**config.mk**
```make
export PLATFORM = sky130hd
export DESIGN_NAME = stream_chk_beat_cmp
export DESIGN_NICKNAME = d
export VERILOG_FILES = /design/src/rtl/stream_chk_pkg.sv /design/src/rtl/stream_chk_beat_cmp.sv
export SDC_FILE = /design/constraint.sdc
export NUM_CORES = 1
export LEC_CHECK = 0
export CAP_MARGIN = 20
export CORE_AREA = 2 2 250 252
export DETAILED_ROUTE_END_ITERATION = 6
export DIE_AREA = 0 0 252 254
export SLEW_MARGIN = 20
export SYNTH_ARGS = -nofsm -noshare
export SYNTH_HDL_FRONTEND = slang
export SYNTH_SLANG_ARGS = --single-unit
```
**constraint.sdc**
```tcl
create_clock -name vclk -period 9.2
set_input_delay 1.84 -clock vclk [all_inputs]
set_output_delay 1.84 -clock vclk [all_outputs]
set_load 0.005 [all_outputs]
```
**src/rtl/stream_chk_pkg.sv**
```systemverilog
// Shared definitions for the AXI-Stream packet checker: error bit positions,
// FSM states and the backpressure LFSR.
package stream_chk_pkg;

  localparam int ERR_DATA = 0;
  localparam int ERR_KEEP = 1;
  localparam int ERR_LEN  = 2;

  localparam logic [15:0] LFSR_SEED = 16'hACE1;
  // x^16+x^14+x^13+x^11+1 in right-shifting form: feedback from bits 0,2,3,5
  localparam logic [15:0] LFSR_TAPS = 16'h002D;

  typedef enum logic [1:0] {
    IDLE,
    IN_PKT,
    HALT
  } chk_state_e;

  function automatic logic [15:0] lfsr_step(input logic [15:0] cur);
    return {^(cur & LFSR_TAPS), cur[15:1]};
  endfunction

endpackage

```
**src/rtl/stream_chk_beat_cmp.sv**
```systemverilog
// Combinational check of one stream beat against the incrementing-DW pattern,
// plus keep legality and the number of valid bytes in the beat.
module stream_chk_beat_cmp
  import stream_chk_pkg::*;
#(
  parameter int DATA_WIDTH = 512,
  parameter int KEEP_WIDTH = DATA_WIDTH / 8
) (
  input  logic [DATA_WIDTH-1:0] data,
  input  logic [KEEP_WIDTH-1:0] keep,
  input  logic [31:0]           start,
  input  logic [15:0]           beat_idx,
  input  logic                  last,
  output logic                  data_err,
  output logic                  keep_err,
  output logic [15:0]           byte_cnt
);

  localparam int LANES = KEEP_WIDTH / 4;

  logic [31:0]           beat_base;
  logic [LANES-1:0]      lane_err;
  logic [KEEP_WIDTH-1:0] keep_inc;

  assign beat_base = start + 32'(beat_idx) * 32'(LANES);

  generate
    for (genvar gi = 0; gi < LANES; gi++) begin : g_lane
      logic [31:0] exp_dw;
      logic [31:0] byte_mask;
      assign exp_dw = beat_base + 32'(gi);
      for (genvar gj = 0; gj < 4; gj++) begin : g_byte
        assign byte_mask[8*gj +: 8] = {8{keep[4*gi+gj]}};
      end
      assign lane_err[gi] = |((data[32*gi +: 32] ^ exp_dw) & byte_mask);
    end
  endgenerate

  assign data_err = |lane_err;

  // A legal last-beat keep is 2^n-1 (n>=1): contiguous from lane 0
  assign keep_inc = keep + KEEP_WIDTH'(1);
  assign keep_err = last ? ((keep == '0) || ((keep & keep_inc) != '0))
                         : (keep != '1);

  always_comb begin
    byte_cnt = '0;
    for (int i = 0; i < KEEP_WIDTH; i++) begin
      byte_cnt = byte_cnt + 16'(keep[i]);
    end
  end

endmodule

```
==> flow_summary_export.csv <==
group,metric,value,unit
outcome,status,"complete, but fails checks",
outcome,failed_checks,"setup timing",
cells_and_area,finalInstanceArea,0.0291,sq mm
global_route,grt_use_total,40.6,%
global_route,gr-total-overflow,0,
synth,yosysMostFrequentCell,"xnor2_1",
global_route,grt_max_degree,24,
floorplan,initial_core_util,29.4,%
timing,min_period,9.23,ns
critical_path,worst-setup-path-type,"in2out",
cells_and_area,layout-drive-gt1-share,20.0,%
floorplan,die_area,0.0640,sq mm
critical_path,critPathLaunch,"keep[19]",
timing,fmax,0.108,GHz
critical_path,cp-start-kind,"primary input",
route,via_per_inst,5.81,
route,drc,0,
timing,finalCritPeriodShare,100,%
timing,hold_viol_final,0,
placed_design,dpl.hpwl,118000,um
synth,ys_seq_area_share,0,%
timing,tightest_slew,0.904,ns
timing,rsz0062_at_grt,"yes",
critical_path,worstPathRequired,7.36,ns
critical_path,crit_chain,"buf_6 > fa_1 > inv_1 > fa_1 > inv_2 > fa_1 > inv_1 > fa_1 > fa_1 > fa_1 > fa_1 > fa_1 > inv_1 > ha_2 > inv_2 > fa_2 > inv_2 > a21oi_2 > o21bai_2 > buf_4 > xor2_1 > buf_2",
cells_and_area,seq_cells,0,
synth,yosys_warnings,0,
synth,netlist_area,0.0180,sq mm
critical_path,cp.arrival,7.39,ns
floorplan,die_y,254,um
critical_path,path_common_cell,"fa_1",
pwr,power-per-cell-area,188,mW/mm^2
timing,slew_headroom,39.5,%
cells_and_area,post-route-util,47.4,%
cells_and_area,clkbuf_count,0,
route,wl_met2,59200,um
cells_and_area,regArea,0,sq um
pwr,power.leakage,10.5,nW
placed_design,gp_congestion,1.11,
worst_hold_path,hold_start,"keep[59]",
critical_path,endpoint_kind,"primary output",
timing,drv_slew,0,
timing,setup_viol,2,
global_route,antenna_found_initial,15,
synth,yosys.area.top_type,"xnor2_1",
global_route,grt_pass1_wl,184000,um
floorplan,io_pins,643,
global_route,grt_pass1_vias,24507,
timing,tns,-0.0479,ns
cells_and_area,nets,4299,
pwr,peakVddDrop,0.626,mV
synth,ys_types,103,
worst_hold_path,worstHoldPathCells,5,
flow_run,max-cap-violations,0,
timing,holdWs,4.28,ns
synth,syn-mean-instance-area,7.15,sq um
worst_hold_path,min_path_type,"in2out",
route,vias,25369,
critical_path,worst-path-max-fanout,2,
route,wl_met1,52200,um
critical_path,slowest_delay,0.62,ns
route,dr.first_iter.drc_count,3333,
synth,syn_inst,2523,
route,wl_met3,14200,um
route,top_layer,"met5",
route,wl_per_cell,31.2,um
floorplan,die_x,252,um
timing,setup_slack,-0.0285,ns
cells_and_area,syn2layout_area_growth,61.0,%
synth,synthTopCellsByArea,"xnor2_1 33%, xor2_1 7.2%, fa_1 6.1%, nor4_1 4.0%, nand2_1 3.7%",
placed_design,port_buffers,634,
floorplan,num_rows,91,
placed_design,placed_area,0.0287,sq mm
route,routed_wirelength,136000,um
route,ant_nets,0,
route,first_pass_iters,7,
synth,synthTopCellsByCount,"670 x xnor2_1, 180 x nand2_1, 149 x xor2_1, 137 x nor2_1, 115 x nor4_1",
critical_path,crit_slowest_cell,"fa_1",
floorplan,core,0.0613,sq mm
synth,synth_top_area_share,32.5,%
metrics by stage:
stage | cells | worst slack (ns) | total power, W
4_1_cts | 4357 | -0.172 | 0.00531
2_1_floorplan | 2531 | 0.146 | 0.00268
5_1_grt | 4361 | -0.212 | 0.00585
3_3_place_gp | 4313 | -1.02 | 0.00549
6_report | 4369 | -0.0285 | 0.00547
3_5_place_dp | 4313 | -1.00 | 0.00552
placed cells by master, fill, tap and decap left out, drive strengths merged, types with 13 or more instances in the layout:
cell and count:
nor4 119, ha 48, a211oi 32, buf 583, o211ai 13, nand3 112, a31oi 27, a21o 17
nand2 180, nor2 138, inv 112, o21ai 70, xor2 151, nor3 101, clkdlybuf4s50 593, fa 55
xnor2 675, and3 30, o31ai 15, a21oi 106, and2 17, or3 21, or4 18, nand4 85
o41ai 31
power breakdown:
group | internal (W) | switching, W
clock network | 0.000000000111 | 0
logic | 0.00266 | 0.00281
registers | 0 | 0
total | 0.00266 | 0.00281
final cells by class:
class,instances,area (sq um)
inverters,112,423
repair buffers,1191,10400
multi-input cells,2266,17200
well taps,790,988
fillers,6382,32200
diodes,10,25.0
worst paths after layout:
check	endpoint	slack [ns]
worst max-delay path	byte_cnt[4]	-0.03
worst min-delay path	data_err	4.28
metal layers:
layer	vias to the layer above	global-route usage (%)
met2	1803	64.3
met4	10	24.8
met1	12098	50.9
li1	11043	-
met3	415	7.91
met5	-	0
logic make-up (layout without fill, tap and decap cells):
group                    count (synthesis)  in the layout  synth area share (%)
AND/OR/NAND/NOR                        880            880                  25.9
XOR/XNOR                               829            829                  40.8
AO/OA/AOI/OAI                          432            432                  17.0
buffers and inverters                  265           1303                  6.05
adder cells (fa/ha/maj)                103            103                  9.43
multiplexers                            13             13                 0.742
other                                    1             19                0.0208
critical path: cells and delay by family:
kind,cells,cell delay [ns]
adders and majority gates,10,4.53
buffers and inverters,9,0.69
AOI/OAI and AO/OA,2,0.21
xor gates and xnor gates,1,0.12
what timing repair did:
action / in CTS / in global routing
pin swaps: 50 / 21
endpoints found under the setup margin: 8 / 7
buffers inserted: 44 / 3
hold buffers: 0 / 0
gates resized for setup: 165 / 34
Power figures use the tool's default switching activity.
